### config.mk
export PLATFORM = sky130hd
export DESIGN_NAME = acc_fpu_writeback
export DESIGN_NICKNAME = d
export VERILOG_FILES = /design/src/rtl/acc_pkg.sv /design/src/rtl/acc_lzc_free.sv /design/src/rtl/acc_fpu_writeback.sv
export SDC_FILE = /design/constraint.sdc
export NUM_CORES = 1
export LEC_CHECK = 0
export BUFFER_PORTS_ARGS = -buffer_cell sky130_fd_sc_hd__buf_2
export CAP_MARGIN = 5
export CELL_PAD_IN_SITES_DETAIL_PLACEMENT = 2
export CELL_PAD_IN_SITES_GLOBAL_PLACEMENT = 2
export CORE_AREA = 3 3 102 104
export CTS_CLUSTER_DIAMETER = 50
export DETAILED_ROUTE_END_ITERATION = 8
export DIE_AREA = 0 0 105 107
export PLACE_DENSITY = 0.83
export SYNTH_ARGS = -nofsm -noshare
export SYNTH_HDL_FRONTEND = slang
export SYNTH_SLANG_ARGS = --single-unit
### constraint.sdc
create_clock -name clk_i -period 2.63 [get_ports clk_i]
set_clock_uncertainty 0.2 [all_clocks]
set_input_delay 0.1315 -clock clk_i [delete_from_list [all_inputs] [get_ports clk_i]]
set_output_delay 0.1315 -clock clk_i [all_outputs]
set_load 0.02 [all_outputs]
### src/rtl/acc_pkg.sv
// Shared types for the FPU writeback path: tag/register/data widths, the FPU
// response record and the outstanding-entry record.
package acc_pkg;

  localparam int unsigned ACC_WB_ENTRIES = 4;
  localparam int unsigned REG_ADDR_W     = 5;
  localparam int unsigned DATA_W         = 32;
  localparam int unsigned TAG_W          = 4;

  typedef logic [REG_ADDR_W-1:0] reg_addr_t;
  typedef logic [DATA_W-1:0]     data_t;
  typedef logic [TAG_W-1:0]      tag_t;

  // Same field order as the FPU status word: invalid, div-zero, overflow, underflow, inexact.
  typedef struct packed {
    logic NV;
    logic DZ;
    logic OF;
    logic UF;
    logic NX;
  } status_t;

  typedef struct packed {
    data_t   result;
    status_t status;
    tag_t    tag;
  } fpu_resp_t;

  typedef struct packed {
    logic      valid;
    reg_addr_t rd;
  } wb_entry_t;

endpackage

### src/rtl/acc_lzc_free.sv
// Lowest-index-invalid finder: reports whether any entry is free and which
// free entry has the smallest index.
module acc_lzc_free #(
  parameter  int unsigned NUM_ENTRIES = 4,
  localparam int unsigned IDX_W       = (NUM_ENTRIES > 1) ? $clog2(NUM_ENTRIES) : 1
) (
  input  logic [NUM_ENTRIES-1:0] valid_i,
  output logic                   found_o,
  output logic [IDX_W-1:0]       idx_o
);

  always_comb begin
    found_o = 1'b0;
    idx_o   = '0;
    for (int unsigned i = 0; i < NUM_ENTRIES; i++) begin
      if (!valid_i[i] && !found_o) begin
        found_o = 1'b1;
        idx_o   = IDX_W'(i);
      end
    end
  end

endmodule

### src/rtl/acc_fpu_writeback.sv
// Tracks outstanding FPU requests by tag and writes results back to the
// register file. Define ACC_WB_FFLAGS_EN to accumulate FPU status flags.
module acc_fpu_writeback
  import acc_pkg::*;
#(
  parameter int unsigned NUM_ENTRIES = ACC_WB_ENTRIES
) (
  input  logic      clk_i,
  input  logic      rst_i,
  input  logic      alloc_valid_i,
  input  reg_addr_t alloc_rd_i,
  output logic      alloc_ready_o,
  output tag_t      alloc_tag_o,
  input  logic      resp_valid_i,
  input  fpu_resp_t resp_i,
  output logic      resp_ready_o,
  output logic      wb_valid_o,
  output reg_addr_t wb_rd_o,
  output data_t     wb_data_o,
  input  logic      wb_ready_i,
  output status_t   fflags_o,
  input  logic      fflags_clr_i,
  output logic      tag_err_o,
  output logic      busy_o
);

  localparam int unsigned IDX_W = (NUM_ENTRIES > 1) ? $clog2(NUM_ENTRIES) : 1;

  wb_entry_t              entries_q [NUM_ENTRIES];
  wb_entry_t              entries_d [NUM_ENTRIES];
  logic [NUM_ENTRIES-1:0] valid_vec;
  logic                   free_found;
  logic [IDX_W-1:0]       free_idx;
  logic [IDX_W-1:0]       resp_idx;
  logic                   tag_known;
  logic                   alloc_fire;
  logic                   resp_fire;

  logic      wb_valid_q, wb_valid_d;
  reg_addr_t wb_rd_q,    wb_rd_d;
  data_t     wb_data_q,  wb_data_d;
  logic      tag_err_q,  tag_err_d;

  always_comb begin
    valid_vec = '0;
    for (int unsigned i = 0; i < NUM_ENTRIES; i++) begin
      valid_vec[i] = entries_q[i].valid;
    end
  end

  acc_lzc_free #(
    .NUM_ENTRIES (NUM_ENTRIES)
  ) u_free (
    .valid_i (valid_vec),
    .found_o (free_found),
    .idx_o   (free_idx)
  );

  // Handshakes are suppressed while reset is held.
  assign alloc_ready_o = free_found && !rst_i;
  assign alloc_tag_o   = tag_t'(free_idx);
  assign resp_ready_o  = (!wb_valid_q || wb_ready_i) && !rst_i;
  assign alloc_fire    = alloc_valid_i && alloc_ready_o;
  assign resp_fire     = resp_valid_i && resp_ready_o;

  assign resp_idx  = resp_i.tag[IDX_W-1:0];
  assign tag_known = ({{(32-TAG_W){1'b0}}, resp_i.tag} < NUM_ENTRIES)
                     && entries_q[resp_idx].valid;

  always_comb begin
    entries_d  = entries_q;
    wb_valid_d = wb_valid_q;
    wb_rd_d    = wb_rd_q;
    wb_data_d  = wb_data_q;
    tag_err_d  = tag_err_q;

    if (wb_valid_q && wb_ready_i) begin
      wb_valid_d = 1'b0;
    end

    if (resp_fire) begin
      if (tag_known) begin
        wb_valid_d                = 1'b1;
        wb_rd_d                   = entries_q[resp_idx].rd;
        wb_data_d                 = resp_i.result;
        entries_d[resp_idx].valid = 1'b0;
      end else begin
        tag_err_d = 1'b1;
      end
    end

    // The allocated entry is always invalid, so it never collides with the freed one.
    if (alloc_fire) begin
      entries_d[free_idx].valid = 1'b1;
      entries_d[free_idx].rd    = alloc_rd_i;
    end
  end

  always_ff @(posedge clk_i) begin
    if (rst_i) begin
      for (int unsigned i = 0; i < NUM_ENTRIES; i++) begin
        entries_q[i] <= '0;
      end
      wb_valid_q <= 1'b0;
      wb_rd_q    <= '0;
      wb_data_q  <= '0;
      tag_err_q  <= 1'b0;
    end else begin
      entries_q  <= entries_d;
      wb_valid_q <= wb_valid_d;
      wb_rd_q    <= wb_rd_d;
      wb_data_q  <= wb_data_d;
      tag_err_q  <= tag_err_d;
    end
  end

`ifdef ACC_WB_FFLAGS_EN
  status_t fflags_q, fflags_d;

  always_comb begin
    fflags_d = fflags_clr_i ? '0 : fflags_q;
    if (resp_fire) begin
      fflags_d = fflags_d | resp_i.status;
    end
  end

  always_ff @(posedge clk_i) begin
    if (rst_i) begin
      fflags_q <= '0;
    end else begin
      fflags_q <= fflags_d;
    end
  end

  assign fflags_o = fflags_q;
`else
  logic unused_fflags;
  assign unused_fflags = ^{fflags_clr_i, resp_i.status};
  assign fflags_o      = '0;
`endif

  assign wb_valid_o = wb_valid_q;
  assign wb_rd_o    = wb_rd_q;
  assign wb_data_o  = wb_data_q;
  assign tag_err_o  = tag_err_q;
  assign busy_o     = (|valid_vec) || wb_valid_q;

endmodule

==> impl_metrics.csv <==
group,metric,value,unit
timing,rsz0062_at_grt,"no",
synth,ys_seq_area_frac,0.441,
synth,synth.avg_cell_area,10.6,sq um
critical_path,timing.critical_path.max_delay_family,"flip-flops",
drt,wl_per_cell,19.9,um
place,dp_cells,477,
die,coreArea,9640,sq um
critical_path,crit_fanout,11,
critical_path,startpoint_type,"flop",
critical_path,crit_chain,"clkinv_1 -> o21ai_0 -> and2_1 -> buf_2",
run_status,status,"completed",
synth,synth_cells,270,
layout,syn_to_final_growth,39.1,%
die,die-area,11200,sq um
place,dp_hpwl,6110,um
power,p_total,2.07,mW
die,rows,36,
timing,final_max_slew_viol_count,0,
place,io_buffers,89,
synth,synth_most_common_cell,"dfxtp_1",
layout,drive_gt1_frac,0.393,
timing,final-setup-viol-count,0,
die,die_w,105,um
global_routing,antenna_found_initial,2,
critical_path,required,2.30,ns
place,placed_cell_area,3380,sq um
critical_path,critPathSlowestCell,"dfxtp_1",
layout,stdcell_area,3980,sq um
layout,nets,447,
synth,synth.cells.most_frequent,"dfxtp_1 (63), nor2b_1 (40), a21oi_1 (19), mux2_4 (19), mux2_2 (18)",
power,power-per-cell-area,520,nW/um^2
die,boundaryPins,103,
drt,routed_wl,10600,um
global_routing,grt_use_total,0.189,
clocking,clock_sinks,63,
power,p_leak,1.83,nW
synth,synthFlopType,"dfxtp_1",
timing,worst_pin_slew,0.740,ns
drt,ant_nets,0,
drt,drt_iter0_markers,131,
synth,synth_area_leaders,"dfxtp_1 (44%), mux2_4 (10%), nor2b_1 (8.7%)",
timing,min_period,2.21,ns
critical_path,cp.arrival,1.87,ns
synth,synth_edf_count,0,
run,max_cap_violations,0,
layout,stdcell_count,535,
synth,yosysWarnings,0,
timing,period_share,0.839,
drt,drc,0,
drt,vias,2579,
power,peakVddDrop,0.262,mV
timing,hold_viol,0,
critical_path,cp_num_buf_inv,2,
timing,max_slew_margin,0.506,
clocking,htreeDepth,3,
synth,ys_seq_elements,63,
clocking,cts_tree,"yes",
synth,async_flop_share,0,
critical_path,crit_path_end_kind,"output pin",
critical_path,max_stage_delay,0.58,ns
synth,yosys.area.top_type_share,0.441,
die,start_util,0.297,
timing,fin_tns_setup,0,ns
synth,synth_largest_area_cell,"dfxtp_1",
drt,firstDrtPassIters,4,
global_routing,grt_max_degree,36,
clocking,clockBufferDepth,2,
global_routing,grt_pass1_wl,16400,um
synth,syn_area,2860,sq um
global_routing,overflow,0,
global_routing,grt_pass1_vias,2903,
place,routabilityCongestion,0.751,
critical_path,crit_type,"reg2out",
clocking,insertion_delay,0.35,ns
clocking,clkTransAtPathRegs,0.08,ns
die,dieHeight,107,um
clocking,cts_made_buffers,9,
critical_path,r2r_slack,0.53,ns
timing,fmax,453,MHz
worst_hold_path,hold_class,"in2reg",
synth,synthDistinctLibCells,36,
drt,vias_per_cell,4.82,
clocking,cts_root_buffer,"clkbuf_8",
worst paths after layout:
kind / from / end / cells past startpoint
max: entries_q[11]$_SDFF_PP0_ / alloc_tag_o[0] / 4
min: resp_i[1] / entries_q[11]$_SDFF_PP0_ / 2
max reg2reg: entries_q[23]$_SDFF_PP0_ / wb_data_o[15]$_SDFFE_PP0P_ / 4
min reg2reg: tag_err_o$_SDFFE_PP0P_ / tag_err_o$_SDFFE_PP0P_ / 2
kinds of logic (layout without fill, tap and decap cells):
kind of cell	Yosys count	in the layout	share of synthesized area
buffers and inverters	31	155	0.0682
flip-flops	63	63	0.441
other	1	9	0.00131
AO/OA/AOI/OAI	42	42	0.0822
AND/OR/NAND/NOR	85	85	0.172
multiplexers	48	48	0.235
metrics by stage:
step	hold slack [ns]	util	worst slack, ns
floorplan	0.0675	-	0.790
global placement	0.158	0.350	0.644
detailed placement	0.162	0.350	0.599
CTS	0.0241	0.412	0.463
global route	0.0534	0.413	0.208
finish	0.0271	0.413	0.424
layout by cell type, fill, tap and decap left out, drive strengths merged, types with 2 or more instances in the layout:
cell type and count:
clkinvlp 2, dfxtp 63, diode 2, inv 2, nor2 10, nand3b 2, nand2b 2, conb 7
and3b 2, nand3 10, o21ai 16, clkinv 4, mux4 6, mux2i 5, dlygate4sd3 40, clkbuf 10
a41oi 2, a311oi 2, mux2 37, buf 96, nor2b 40, a21oi 19, nor4 2, nand2 10
registers in the layout (all words and copies together), names as in the netlist:
register,flops
tag_err_o,1
wb_valid_o,1
wb_data_o,32
entries_q,24
wb_rd_o,5
timing repair:
action / 4_1_cts / 5_1_grt
resized for setup: 0 / 0
hold endpoints to repair: 55 / 0
hold buffers: 40 / 0
setup buffers: 0 / 0
power breakdown:
part	internal, mW	leakage [nW]	switching [mW]
Clock	0.459	0.0981	0.418
Combinational	0.105	1.22	0.111
Sequential	0.967	0.509	0.0110
Total	1.53	1.83	0.540
worst reg2reg max path: stages (launching register included):
cell and delay [ns]:
dfxtp_1 0.46, mux4_2 0.54, nand4_2 0.16, buf_4 0.24, mux2_2 0.38
per-layer routing:
metal | vias to the layer above | share of wire | global-route usage
li1 | 1177 | - | -
met5 | - | 0 | 0
met3 | 24 | 0.030 | 0.0277
met4 | 0 | 0.040 | 0.111
met1 | 1290 | 0.39 | 0.204
met2 | 88 | 0.54 | 0.350
layout make-up:
type | instances | area (sq um)
clock buffers | 10 | 138
inverters | 3 | 11.3
repair buffers | 136 | 911
diodes | 2 | 5.00
clock inverters | 6 | 60.1
well taps | 133 | 166
fillers | 1061 | 5660
flip-flops and latches | 63 | 1260
multi-input cells | 182 | 1430
Note: power is estimated with default switching activity, not from simulation.
